[src/rtl/muldiv_seq_if.sv]
// Start/busy/done handshake and operand/result bus between the control unit and the
// iterative multiply/divide unit.
interface muldiv_seq_if #(
    parameter int DATA_WIDTH = 32
);
    logic                  start;
    logic [1:0]            op;
    logic [DATA_WIDTH-1:0] A;
    logic [DATA_WIDTH-1:0] B;
    logic                  busy;
    logic                  done;
    logic [DATA_WIDTH-1:0] HI_res;
    logic [DATA_WIDTH-1:0] LO_res;
    logic                  div_by_zero;

    modport master (
        output start, op, A, B,
        input  busy, done, HI_res, LO_res, div_by_zero
    );

    modport slave (
        input  start, op, A, B,
        output busy, done, HI_res, LO_res, div_by_zero
    );
endinterface

[src/rtl/muldiv_seq.sv]
// Radix-2 iterative multiply/divide producing {HI,LO} for mult/multu/div/divu.
// Works on magnitudes and applies the result signs on entry to DONE.
module muldiv_seq #(
    parameter int DATA_WIDTH = 32
) (
    input  logic       CLK,
    input  logic       RST,
    muldiv_seq_if.slave bus
);
    localparam int W  = DATA_WIDTH;
    localparam int CW = $clog2(W);

    typedef enum logic [1:0] {
        ST_IDLE = 2'd0,
        ST_RUN  = 2'd1,
        ST_DONE = 2'd2
    } state_t;

    function automatic logic [W-1:0] neg_w(input logic [W-1:0] x);
        return {W{1'b0}} - x;
    endfunction

    function automatic logic [2*W-1:0] neg_2w(input logic [2*W-1:0] x);
        return {(2*W){1'b0}} - x;
    endfunction

    state_t         state_r;
    state_t         state_next_s;
    logic           accept_s;
    logic           div0_s;
    logic [CW-1:0]  cnt_r;
    logic [1:0]     op_r;
    logic           res_neg_r;
    logic           rem_neg_r;
    logic [W-1:0]   opnd_r;
    logic [2*W-1:0] acc_r;
    logic [W-1:0]   hi_r;
    logic [W-1:0]   lo_r;
    logic           dbz_r;
    logic           busy_r;
    logic           done_r;

    logic           a_neg_s;
    logic           b_neg_s;
    logic [W-1:0]   a_mag_s;
    logic [W-1:0]   b_mag_s;
    logic [W:0]     mul_sum_s;
    logic [W:0]     div_shift_s;
    logic [W:0]     div_diff_s;
    logic [2*W-1:0] step_s;
    logic [2*W-1:0] prod_s;
    logic [W-1:0]   fix_hi_s;
    logic [W-1:0]   fix_lo_s;

    // Next-state decode and start acceptance
    always_comb begin
        state_next_s = state_r;
        accept_s     = 1'b0;
        div0_s       = 1'b0;
        case (state_r)
            ST_IDLE, ST_DONE: begin
                if (bus.start) begin
                    accept_s     = 1'b1;
                    div0_s       = bus.op[1] && (bus.B == {W{1'b0}});
                    state_next_s = div0_s ? ST_DONE : ST_RUN;
                end else begin
                    state_next_s = ST_IDLE;
                end
            end
            ST_RUN: begin
                if (cnt_r == {CW{1'b0}}) begin
                    state_next_s = ST_DONE;
                end else begin
                    state_next_s = ST_RUN;
                end
            end
            default: state_next_s = ST_IDLE;
        endcase
    end

    // State register
    always_ff @(posedge CLK) begin
        if (RST) begin
            state_r <= ST_IDLE;
        end else begin
            state_r <= state_next_s;
        end
    end

    // Operand magnitudes; unsigned ops never count as negative
    always_comb begin
        a_neg_s = bus.A[W-1] & ~bus.op[0];
        b_neg_s = bus.B[W-1] & ~bus.op[0];
        a_mag_s = a_neg_s ? neg_w(bus.A) : bus.A;
        b_mag_s = b_neg_s ? neg_w(bus.B) : bus.B;
    end

    // One iteration step and the signed fix-up of its result.
    // Multiply: acc = {partial product, multiplier}; divide: acc = {remainder, quotient}.
    always_comb begin
        mul_sum_s   = {1'b0, acc_r[2*W-1:W]} + (acc_r[0] ? {1'b0, opnd_r} : {(W+1){1'b0}});
        div_shift_s = {acc_r[2*W-1:W], acc_r[W-1]};
        div_diff_s  = div_shift_s - {1'b0, opnd_r};
        step_s      = {mul_sum_s, acc_r[W-1:1]};
        prod_s      = {(2*W){1'b0}};
        fix_hi_s    = {W{1'b0}};
        fix_lo_s    = {W{1'b0}};
        if (op_r[1]) begin
            if (div_diff_s[W]) begin
                step_s = {div_shift_s[W-1:0], acc_r[W-2:0], 1'b0};
            end else begin
                step_s = {div_diff_s[W-1:0], acc_r[W-2:0], 1'b1};
            end
            fix_hi_s = rem_neg_r ? neg_w(step_s[2*W-1:W]) : step_s[2*W-1:W];
            fix_lo_s = res_neg_r ? neg_w(step_s[W-1:0]) : step_s[W-1:0];
        end else begin
            prod_s   = res_neg_r ? neg_2w(step_s) : step_s;
            fix_hi_s = prod_s[2*W-1:W];
            fix_lo_s = prod_s[W-1:0];
        end
    end

    // Operand latch, iteration datapath and result registers
    always_ff @(posedge CLK) begin
        if (RST) begin
            cnt_r     <= {CW{1'b0}};
            op_r      <= 2'b00;
            res_neg_r <= 1'b0;
            rem_neg_r <= 1'b0;
            opnd_r    <= {W{1'b0}};
            acc_r     <= {(2*W){1'b0}};
            hi_r      <= {W{1'b0}};
            lo_r      <= {W{1'b0}};
            dbz_r     <= 1'b0;
        end else if (accept_s) begin
            cnt_r     <= CW'(W - 1);
            op_r      <= bus.op;
            res_neg_r <= a_neg_s ^ b_neg_s;
            rem_neg_r <= a_neg_s;
            opnd_r    <= bus.op[1] ? b_mag_s : a_mag_s;
            acc_r     <= {{W{1'b0}}, (bus.op[1] ? a_mag_s : b_mag_s)};
            if (div0_s) begin
                hi_r  <= bus.A;
                lo_r  <= {W{1'b1}};
                dbz_r <= 1'b1;
            end else begin
                hi_r  <= hi_r;
                lo_r  <= lo_r;
                dbz_r <= dbz_r;
            end
        end else if (state_r == ST_RUN) begin
            acc_r <= step_s;
            cnt_r <= cnt_r - {{(CW-1){1'b0}}, 1'b1};
            if (cnt_r == {CW{1'b0}}) begin
                hi_r  <= fix_hi_s;
                lo_r  <= fix_lo_s;
                dbz_r <= 1'b0;
            end else begin
                hi_r  <= hi_r;
                lo_r  <= lo_r;
                dbz_r <= dbz_r;
            end
        end else begin
            acc_r <= acc_r;
            cnt_r <= cnt_r;
        end
    end

    // Registered handshake outputs, aligned with the state they describe
    always_ff @(posedge CLK) begin
        if (RST) begin
            busy_r <= 1'b0;
            done_r <= 1'b0;
        end else begin
            busy_r <= (state_next_s == ST_RUN);
            done_r <= (state_next_s == ST_DONE);
        end
    end

    assign bus.busy        = busy_r;
    assign bus.done        = done_r;
    assign bus.HI_res      = hi_r;
    assign bus.LO_res      = lo_r;
    assign bus.div_by_zero = dbz_r;
endmodule
[src/flat_wrapper.sv]
// flat-port wrapper written by rule: the top's interface ports become plain ports
module muldiv_seq_flat 
#(
    parameter int DATA_WIDTH = 32
)
  (CLK, RST, bus_start, bus_op, bus_A, bus_B, bus_busy, bus_done, bus_HI_res, bus_LO_res, bus_div_by_zero);
  muldiv_seq_if #(.DATA_WIDTH(DATA_WIDTH)) bus_i ();
  input  logic CLK;
  input  logic RST;
  input wire logic [$bits(bus_i.start)-1:0] bus_start;
  input wire logic [$bits(bus_i.op)-1:0] bus_op;
  input wire logic [$bits(bus_i.A)-1:0] bus_A;
  input wire logic [$bits(bus_i.B)-1:0] bus_B;
  output wire logic [$bits(bus_i.busy)-1:0] bus_busy;
  output wire logic [$bits(bus_i.done)-1:0] bus_done;
  output wire logic [$bits(bus_i.HI_res)-1:0] bus_HI_res;
  output wire logic [$bits(bus_i.LO_res)-1:0] bus_LO_res;
  output wire logic [$bits(bus_i.div_by_zero)-1:0] bus_div_by_zero;
  assign bus_i.start = bus_start;
  assign bus_i.op = bus_op;
  assign bus_i.A = bus_A;
  assign bus_i.B = bus_B;
  assign bus_busy = bus_i.busy;
  assign bus_done = bus_i.done;
  assign bus_HI_res = bus_i.HI_res;
  assign bus_LO_res = bus_i.LO_res;
  assign bus_div_by_zero = bus_i.div_by_zero;
  muldiv_seq #(.DATA_WIDTH(DATA_WIDTH)) u_core (.CLK(CLK), .RST(RST), .bus(bus_i));
endmodule
[config.mk]
export PLATFORM = sky130hd
export DESIGN_NAME = muldiv_seq_flat
export DESIGN_NICKNAME = d
export VERILOG_FILES = /design/src/rtl/muldiv_seq_if.sv /design/src/rtl/muldiv_seq.sv /design/src/flat_wrapper.sv
export SDC_FILE = /design/constraint.sdc
export NUM_CORES = 1
export LEC_CHECK = 0
export CAP_MARGIN = 5
export CORE_MARGIN = 2
export CORE_UTILIZATION = 50
export DETAILED_ROUTE_END_ITERATION = 16
export PLACE_DENSITY = 0.67
export SYNTH_ARGS = -nofsm -noshare
export SYNTH_HDL_FRONTEND = slang
export SYNTH_SLANG_ARGS = --single-unit
[constraint.sdc]
create_clock -name CLK -period 14.7 [get_ports CLK]
set_clock_uncertainty 0.05 [all_clocks]
set_input_delay 2.94 -clock CLK [delete_from_list [all_inputs] [get_ports CLK]]
set_output_delay 2.94 -clock CLK [all_outputs]
set_load 0.02 [all_outputs]
=== Yosys cells after proc, flatten, opt, wreduce, memory -nomap -nowiden ===
Index checks and enable logic that the tools add are counted.

* Logic and storage cells: 76
* Bits of input ports: 69
* Bits in registers: 174

* Reduce and logical (&&, ||, !) cells: 9
* Bitwise logic cells: 4
* Equality and inequality tests: 5
* Multiplexer cells: 37
* Add/sub/neg operators: 8

{| class="wikitable"
|+ Operator list
! kind !! number
|-
| $mux 32 || 19
|-
| $mux 64 || 4
|-
| $sub 1x32->32 const A || 4
|-
| $sub 1x64->64 const A || 1
|-
| $add 32x32->33 || 1
|-
| $sub 33x32->33 || 1
|-
| $logic_not 32->1 || 1
|-
| $mux 5 || 2
|-
| $mux 1 || 8
|-
| $mux 2 || 3
|-
| $logic_not 5->1 || 1
|-
| $sub 5x1->5 const B || 1
|-
| $eq 2x1->1 const B || 2
|-
| $eq 2x2->1 const B || 2
|-
| $pmux 2 s2 || 1
|-
| $reduce_bool 2->1 || 2
|-
| $reduce_or 2->1 || 2
|-
| $reduce_and 3->1 || 1
|-
| $and 1x1->1 || 2
|-
| $logic_not 2->1 || 1
|-
| $ne 2x2->1 const B || 1
|-
| $logic_and 1x1->1 || 1
|-
| $not 1->1 || 1
|-
| $xor 1x1->1 || 1
|}

=== Logic depth before layout (Yosys ltp) ===
Gate-level depths: netlist of the first run.

* Depth after elaboration: 9
* Depth in mapped cells: 24

=== Worst setup path before layout of the first run ===
No wires, ideal clock.

* Path type: input-to-reg
* From: input bus_B[21]
* To: register u_core.lo_r[17], in the netlist u_core.bus.LO_res[17]
* Arrival: 5.866 ns
* Path slack: 8.713 ns
* Data required time: 14.580 ns
* Stages: 11
* Library setup time: 0.070 ns
* Cell sequence: or3_1 -> or3_1 -> nor3_1 -> nand3_1 -> or4b_2 -> or2_2 -> clkbuf_1 -> nand2_1 -> clkbuf_1 -> o221ai_1 -> a21oi_1

* Longest elaborated chain between the ends: 6

{| class="wikitable"
|+ Ends and longest elaborated chain
! item !! RTL line !! source
|-
| from (decl) || flat_wrapper.sv:13 || <nowiki>input wire logic [$bits(bus_i.B)-1:0] bus_B;</nowiki>
|-
| $logic_not 32->1 || muldiv_seq.sv:64 || <nowiki>div0_s = bus.op[1] && (bus.B == {W{1'b0}});</nowiki>
|-
| $logic_and 1x1->1 || muldiv_seq.sv:64 ||
|-
| $mux 1 || muldiv_seq.sv:62 || <nowiki>if (bus.start) begin</nowiki>
|-
| $mux 1 || muldiv_seq.sv:60 || <nowiki>case (state_r)</nowiki>
|-
| $ne 2x2->1 (no line) || -- ||
|-
| $reduce_and 3->1 (no line) || -- ||
|-
| to (signal assigned) || muldiv_seq.sv:133 || <nowiki>lo_r <= {W{1'b0}};</nowiki>
|-
| to (signal assigned) || muldiv_seq.sv:144 || <nowiki>lo_r <= {W{1'b1}};</nowiki>
|-
| to (signal assigned) || muldiv_seq.sv:148 || <nowiki>lo_r <= lo_r;</nowiki>
|-
| to (decl) || muldiv_seq.sv:38 || <nowiki>logic [W-1:0] lo_r;</nowiki>
|}

No other way between the ends.
A chain may end at the register's enable or synchronous reset.

=== Worst setup path in the final report of the first run ===
* From: input bus_B[0]
* To: register u_core.hi_r[15], in the netlist u_core.bus.HI_res[15]

* Longest elaborated chain between the ends: 6

{| class="wikitable"
|+ Ends and longest elaborated chain
! item !! RTL line !! source
|-
| $logic_not 32->1 || muldiv_seq.sv:64 ||
|-
| $logic_and 1x1->1 || muldiv_seq.sv:64 ||
|-
| $mux 1 || muldiv_seq.sv:62 ||
|-
| $mux 1 || muldiv_seq.sv:60 ||
|-
| $ne 2x2->1 (no line) || -- ||
|-
| $reduce_and 3->1 (no line) || -- ||
|-
| to (signal assigned) || muldiv_seq.sv:132 || <nowiki>hi_r <= {W{1'b0}};</nowiki>
|-
| to (signal assigned) || muldiv_seq.sv:143 || <nowiki>hi_r <= bus.A;</nowiki>
|-
| to (signal assigned) || muldiv_seq.sv:147 || <nowiki>hi_r <= hi_r;</nowiki>
|-
| to (decl) || muldiv_seq.sv:37 || <nowiki>logic [W-1:0] hi_r;</nowiki>
|}

No other way between the ends.

==> metrics.csv, run 1 <==
stage;metric;value;unit
setup_path;CP Launch Type;input pin;
cts;clock latency at the later pin of the worst-skew pair;0.45;ns
outcome;outcome;finished, final reports clean;
place;I/O Buffers;135;
synthesis;Yosys reg bits;173;
final_layout;Nets;2575;
global_routing;All-Layer GR Usage;35.94;%
drt;Antenna Nets Post-Route;0;
global_routing;vias in the first global route;16830;
die;initial core utilization;50.95;%
global_routing;total grt overflow;0;
sta;final number of max-transition violations;0;
cts;postcts setup bufs;0;
sta;Slew HR;19.89;%
sta;final-report hold violation count;0;
die;core area;33620;µm²
die;FP Rows;67;
place;Detailed Place HPWL;50040;µm
final_layout;Sequential Area;3468;µm²
synthesis;sequential area share after synthesis;20.22;%
final_layout;ant diodes;0;
cts;CTS tree;built;
power;Static Leak;0.007010;µW
setup_path;crit-path cells;clkdlybuf4s50_1, inv_1, ha_1, inv_1, nor3_1, nand2_1, nor2_1, nand3_1, or4b_2, or2_2, nand2_2, o311ai_0, o21ai_0, a21oi_1;
setup_path;worst stage delay on the critical path;0.88;ns
setup_path;critical path peak fanout;54;
power;combinational share of power;41.3;%
global_routing;initial antenna violation count;1;
power;cell internal pwr;1037;µW
sta;min Tclk post-route;7.155;ns
sta;Final Cycle Share;48.67;%
global_routing;first-pass GRT wire length;100000;µm
sta;post-route setup slack;7.545;ns
power;Clock power frac;27.5;%
cts;Clock Tree Root;clkbuf_16;
setup_path;worst endpoint required time;14.94;ns
global_routing;largest net degree at the start of global routing;90;
drt;Iteration-0 DRC Markers;2215;
synthesis;Top FF cell, synth;dfxtp_1;
sta;setup_tns;0;ns
die;DIE WIDTH;189.1;µm
setup_path;Setup crit end kind;register;
power;total power;1774;µW
worst_hold_path;Worst Hold Class;reg2reg;
final_layout;commonest cells after routing, fill and taps aside;nor2_1, nand2_1, a21oi_1, dfxtp_1, o21ai_0;
power;NetSw;737.0;µW
cts;post-cts sizing count;0;
final_layout;share of cells above drive strength 1;4.414;%
power;P per Cell Area;92.91;nW/µm²
power;Max VDD drop;0.09026;mV
synthesis;Synth async-reset ratio;0;%
cts;cts hold-fix bufs;0;
final_layout;Area Growth Syn to Fin;11.47;%
drt;Via Count;18670;
synthesis;Syn Area/Cell;6.985;µm²
synthesis;synthesis warning total;0;
sta;RSZ-0062 raised after global routing;false;
sta;Slew @ Worst Pin;1.191;ns
final_layout;fillcell total;3275;
synthesis;Cell Area, Synth;17130;µm²
sta;FMAX;139.8;MHz
cts;CTS clk-pin slew, worst paths;0.07;ns
setup_path;most frequent CP cell;inv_1;
setup_path;Setup Crit Path Kind;in2reg;
power;Net Sw Frac;41.55;%
sta;endpoints failing setup;0;
setup_path;CP max stage cell;nand2_2;
power;Seq pwr share;31.2;%
cts;# clock sinks;173;
final_layout;commonest non-fill, non-tap cell in the layout;nor2_1;
drt;DR vias/cell;6.450;
setup_path;CP delay by family, top;simple AND/OR/NAND/NOR gates;
die;# IOs;136;
place;pre-CTS setup slack;7.121;ns
cts;TritonCTS buffer count;17;
die;Die H;189.1;µm
setup_path;CP bufs+invs;3;
die;Die ar.;35750;µm²
drt;DR DRC count;0;
cts;clock buffer depth;2;
place;gpl congestion;0.9400;
synthesis;Post-Syn Nets;2593;
synthesis;synth unique cells;88;
synthesis;Syn Inst Count;2452;
run;max-cap check violation count;0;
synthesis;number of synthesized flops with an enable pin;0;
drt;per-cell routed wire length;22.76;µm
cts;H-tree level count;4;
drt;TritonRoute pass-1 iters;7;
final_layout;Multi-input gate area;12680;µm²
setup_path;critical path arrival;7.39;ns
drt;final WL;65890;µm
==> layout make-up <==
| class | count | area share [%] |
|---|---|---|
| clock buffers | 20 | 2.340 |
| clock inverters | 12 | 0.8389 |
| inverters | 70 | 1.376 |
| multi-input cells | 2015 | 66.44 |
| flip-flops and latches | 173 | 18.17 |
| well taps | 448 | 2.936 |
| repair buffers | 157 | 7.904 |
==> power by group through the flow <==
stage	Sequential, µW	Combinational, µW	Clock (µW)
floorplan	534	513	0
global placement	560	705	0
detailed placement	561	712	0
CTS	551	716	487
global route	557	795	506
finish	554	733	487
==> per-layer routing <==
metal	part of all wire (%)	up-vias	track usage [%]
met5	0.027	-	0
met4	3.0	2	10.85
met3	9.8	89	6.840
met2	42	924	53.72
met1	45	8826	51.98
li1	-	8832	-
==> worst paths after layout <==
| path | startpoint | endpoint | slack, ns | depth (start not counted) |
|---|---|---|---|---|
| setup / recovery | bus_B[0] | u_core.bus.HI_res[15]$_SDFFE_PP0P_ | 7.54 | 14 |
| hold / removal | u_core.opnd_r[18]$_SDFFE_PP0P_ | u_core.opnd_r[18]$_SDFFE_PP0P_ | 0.41 | 2 |
| setup reg to reg | u_core.acc_r[31]$_SDFFE_PP0P_ | u_core.bus.HI_res[30]$_SDFFE_PP0P_ | 7.60 | 22 |
| hold reg to reg | u_core.opnd_r[18]$_SDFFE_PP0P_ | u_core.opnd_r[18]$_SDFFE_PP0P_ | 0.41 | 2 |
==> worst register-to-register path: stages (launching register included) <==
cell and delay, ns:
dfxtp_1 0.50, inv_1 0.11, ha_1 0.24, fa_1 0.42, nand2b_1 0.21, a211oi_1 0.71
o31ai_1 0.36, a31oi_1 0.48, nor4_1 0.10, buf_4 0.18, nor2_4 0.07, buf_4 0.59
inv_2 0.49, a21oi_1 0.42, ha_1 0.31, nand2_1 0.07, nor2_1 0.13, a32o_1 0.33
nand4_1 0.28, nor2_1 0.19, mux2_2 0.35, a221oi_1 0.25, a221oi_1 0.12
==> cell families (layout without fill, tap and decap cells) <==
| group | Yosys count | in the layout | synth area share, % |
|---|---|---|---|
| buf+inv | 264 | 259 | 5.954 |
| simple gates | 873 | 873 | 23.44 |
| xor+xnor | 204 | 204 | 10.48 |
| fa+ha+maj | 72 | 72 | 5.348 |
| flops | 173 | 173 | 20.22 |
| compound gates | 788 | 788 | 29.89 |
| mux | 78 | 78 | 4.661 |
==> through the flow <==
stage	utilization (%)	hold WS [ns]	instances	cell area, µm²
6_report	56.79	0.4066	2895	19090
5_1_grt	56.79	0.4185	2895	19090
4_1_cts	56.79	0.4058	2895	19090
3_5_place_dp	54.99	0.3955	2863	18480
3_3_place_gp	54.99	0.3922	2863	18480
2_1_floorplan	-	0.3819	2452	17130
==> state kept, by name, indices dropped and copies added (netlist names), 2 cells and up <==
register / cells
u_core.cnt_r: 5
u_core.opnd_r: 32
u_core.bus.LO_res: 32
u_core.bus.HI_res: 32
u_core.state_r: 2
u_core.acc_r: 64
==> cell usage after synthesis, drive strengths merged (12+ instances only) <==
| library cell | number | share of area, % |
|---|---|---|
| a31oi | 15 | 0.55 |
| o211ai | 79 | 3.5 |
| nand2b | 23 | 0.84 |
| mux2i | 73 | 4.3 |
| nand3 | 26 | 0.76 |
| nand2 | 284 | 6.2 |
| dfxtp | 173 | 20 |
| xnor2 | 112 | 5.8 |
| o21a | 15 | 0.66 |
| nor2 | 295 | 6.5 |
| a311oi | 12 | 0.61 |
| o21ai | 143 | 4.2 |
| o31ai | 38 | 1.7 |
| a211oi | 78 | 3.4 |
| o41ai | 14 | 0.83 |
| o221ai | 16 | 0.82 |
| inv | 69 | 1.5 |
| ha | 70 | 5.1 |
| and2 | 14 | 0.51 |
| a21o | 21 | 0.92 |
| xor2 | 92 | 4.7 |
| a221oi | 17 | 0.94 |
| buf | 38 | 1.0 |
| a21oi | 259 | 7.6 |
| or2 | 14 | 0.51 |
| or4 | 13 | 0.68 |
| and3 | 17 | 0.62 |
| clkbuf | 156 | 3.4 |
| nand4 | 18 | 0.66 |
| nor2b | 20 | 0.73 |
| nor4 | 22 | 0.89 |
| or3 | 27 | 1.0 |
| nor3 | 72 | 2.1 |
No activity file was read; power rests on OpenSTA's default activity.
==> inputs of run 2 (changes only) <==
Settings changed: PLACE_DENSITY 0.67 to 0.7.
Clock period 14.7 ns to 5.7 ns, I/O delays scaled along.
==> run 2 against run 1 <==
Compared with the run above:
- sequential power rose to 2.5 times the previous value
- utilization rose by 0.63 points
- power grew to 2.6 times the previous value
- combinational power rose to 2.7 times the previous value
- via count grew 2.7%
- non-clock buffer count is 26 higher
- global-route usage increased by 0.31 points
- flip-flop and latch count stayed put
- largest cell class unchanged
==> metrics.csv, run 2 (synthesis gave the netlist of run 1 again) <==
stage;metric;value;unit
setup_path;worst r2r path cells;15;
final_layout;largest reg by FF count;u_core.acc_r;
drt;DR DRC count;0;
die;Die H;189.1;µm
cts;clock buffer depth;2;
sta;Final Cycle Share;94.49;%
final_layout;Sequential Area;3468;µm²
die;# IOs;136;
setup_path;crit-path cells;clkinvlp_4, buf_4, nor2_1, ha_1, nand4_1, or4_1, o211ai_1, a21oi_1, xnor2_1, or3_1, or4b_2, o31ai_2, xor2_1, nand2_1, a311oi_1;
sta;endpoints failing setup;0;
cts;Clock Tree Root;clkbuf_16;
die;DIE WIDTH;189.1;µm
cts;CTS clk-pin slew, worst paths;0.07;ns
sta;final-report hold violation count;0;
drt;TritonRoute pass-1 iters;9;
setup_path;CP Launch Type;register;
die;FP Rows;67;
place;I/O Buffers;135;
cts;cts hold-fix bufs;0;
cts;post-cts sizing count;0;
final_layout;commonest cells after routing, fill and taps aside;nor2_1, nand2_1, a21oi_1, dfxtp_1, o21ai_0;
setup_path;worst endpoint required time;6.00;ns
power;total power;4629;µW
sta;min Tclk post-route;5.386;ns
global_routing;largest net degree at the start of global routing;89;
drt;Iteration-0 DRC Markers;2338;
drt;Via Count;19180;
global_routing;initial antenna violation count;0;
setup_path;CP delay by family, top;simple AND/OR/NAND/NOR gates;
global_routing;vias in the first global route;17640;
outcome;outcome;finished, final reports clean;
sta;post-route setup slack;0.3141;ns
power;Static Leak;0.007151;µW
final_layout;Area Growth Syn to Fin;12.70;%
cts;postcts setup bufs;0;
global_routing;total grt overflow;0;
drt;Antenna Nets Post-Route;0;
sta;final number of max-transition violations;0;
sta;Slew @ Worst Pin;1.125;ns
cts;TritonCTS buffer count;17;
sta;setup_tns;0;ns
worst_hold_path;WHS Path Cells;2;
final_layout;Multi-input gate area;12680;µm²
setup_path;critical path arrival;5.69;ns
drt;final WL;66260;µm
place;gpl congestion;0.9950;
setup_path;Setup Crit Path Kind;reg2reg;
cts;clock latency at the later pin of the worst-skew pair;0.45;ns
setup_path;worst stage delay on the critical path;0.73;ns
final_layout;final core utilization;57.42;%
global_routing;All-Layer GR Usage;36.25;%
final_layout;commonest non-fill, non-tap cell in the layout;nor2_1;
power;Max VDD drop;0.2237;mV
cts;H-tree level count;4;
setup_path;critical path peak fanout;21;
place;placed cell area;18690;µm²
setup_path;Setup crit end kind;register;
die;core area;33620;µm²
power;P per Cell Area;239.8;nW/µm²
final_layout;fillcell total;3204;
sta;Slew HR;24.38;%
place;pre-CTS setup slack;0.4065;ns
final_layout;Nets;2601;
final_layout;share of cells above drive strength 1;5.499;%
die;Die ar.;35750;µm²
setup_path;CP bufs+invs;2;
setup_path;CP max stage cell;or4b_2;
die;initial core utilization;50.95;%
worst_hold_path;Worst Hold Class;reg2reg;
run;max-cap check violation count;0;
global_routing;first-pass GRT wire length;101300;µm
cts;# clock sinks;173;
sta;FMAX;185.7;MHz
sta;RSZ-0062 raised after global routing;false;
drt;per-cell routed wire length;22.68;µm
final_layout;post-route cell area;19300;µm²
setup_path;critical path depth in cells;15;
cts;CTS tree;built;
place;Detailed Place HPWL;50340;µm
final_layout;max reg flops;64;
drt;DR vias/cell;6.563;
-- run 2: through the flow --
step                      std cells  hold WS (ns)
after floorplan                2452        0.3819
after global routing           2921        0.4236
after CTS                      2921        0.4062
after detailed placement       2889        0.3976
after global placement         2889        0.3931
final                          2922        0.4070
-- run 2: routing by layer --
metal  track usage, %  wire, µm  share of wire, %
met5                0         0                 0
met4            16.23      2982               4.5
met3            8.174      7564                11
met2            54.31     28040                42
met1            49.53     27680                42
-- run 2: worst register-to-register path, cell delays in order (launching register included) --
cell        delay, ns
dfxtp_1          0.52
clkinvlp_4       0.37
buf_4            0.34
nor2_1           0.14
ha_1             0.27
nand4_1          0.23
or4_1            0.56
o211ai_1         0.49
a21oi_1          0.17
xnor2_1          0.22
or3_1            0.48
or4b_2           0.73
o31ai_2          0.25
xor2_1           0.17
nand2_1          0.07
a311oi_1         0.25
-- run 2: cell type report --
class / count / share of cell area (%)
antenna: 1 / 0.01297
clock buffer: 18 / 2.275
clock inverter: 14 / 0.8622
inverter: 70 / 1.381
multi-input combinational: 2015 / 65.70
sequential: 173 / 17.97
tap: 448 / 2.904
timing repair buffer: 183 / 8.894
-- run 2: path summary, 6_finish.rpt --
check,slack [ns],endpoint,startpoint
max,0.31,u_core.bus.HI_res[31]$_SDFFE_PP0P_,u_core.acc_r[0]$_SDFFE_PP0P_
min,0.41,u_core.opnd_r[13]$_SDFFE_PP0P_,u_core.opnd_r[13]$_SDFFE_PP0P_
max reg2reg,0.31,u_core.bus.HI_res[31]$_SDFFE_PP0P_,u_core.acc_r[0]$_SDFFE_PP0P_
min reg2reg,0.41,u_core.opnd_r[13]$_SDFFE_PP0P_,u_core.opnd_r[13]$_SDFFE_PP0P_
-- run 2: power breakdown --
| part | internal, µW | switching, µW | total (µW) | leakage [µW] |
|---|---|---|---|---|
| Combinational | 703 | 1250 | 1950 | 0.00544 |
| Sequential | 1290 | 124 | 1410 | 0.00141 |
| Clock | 678 | 585 | 1260 | 0.000302 |
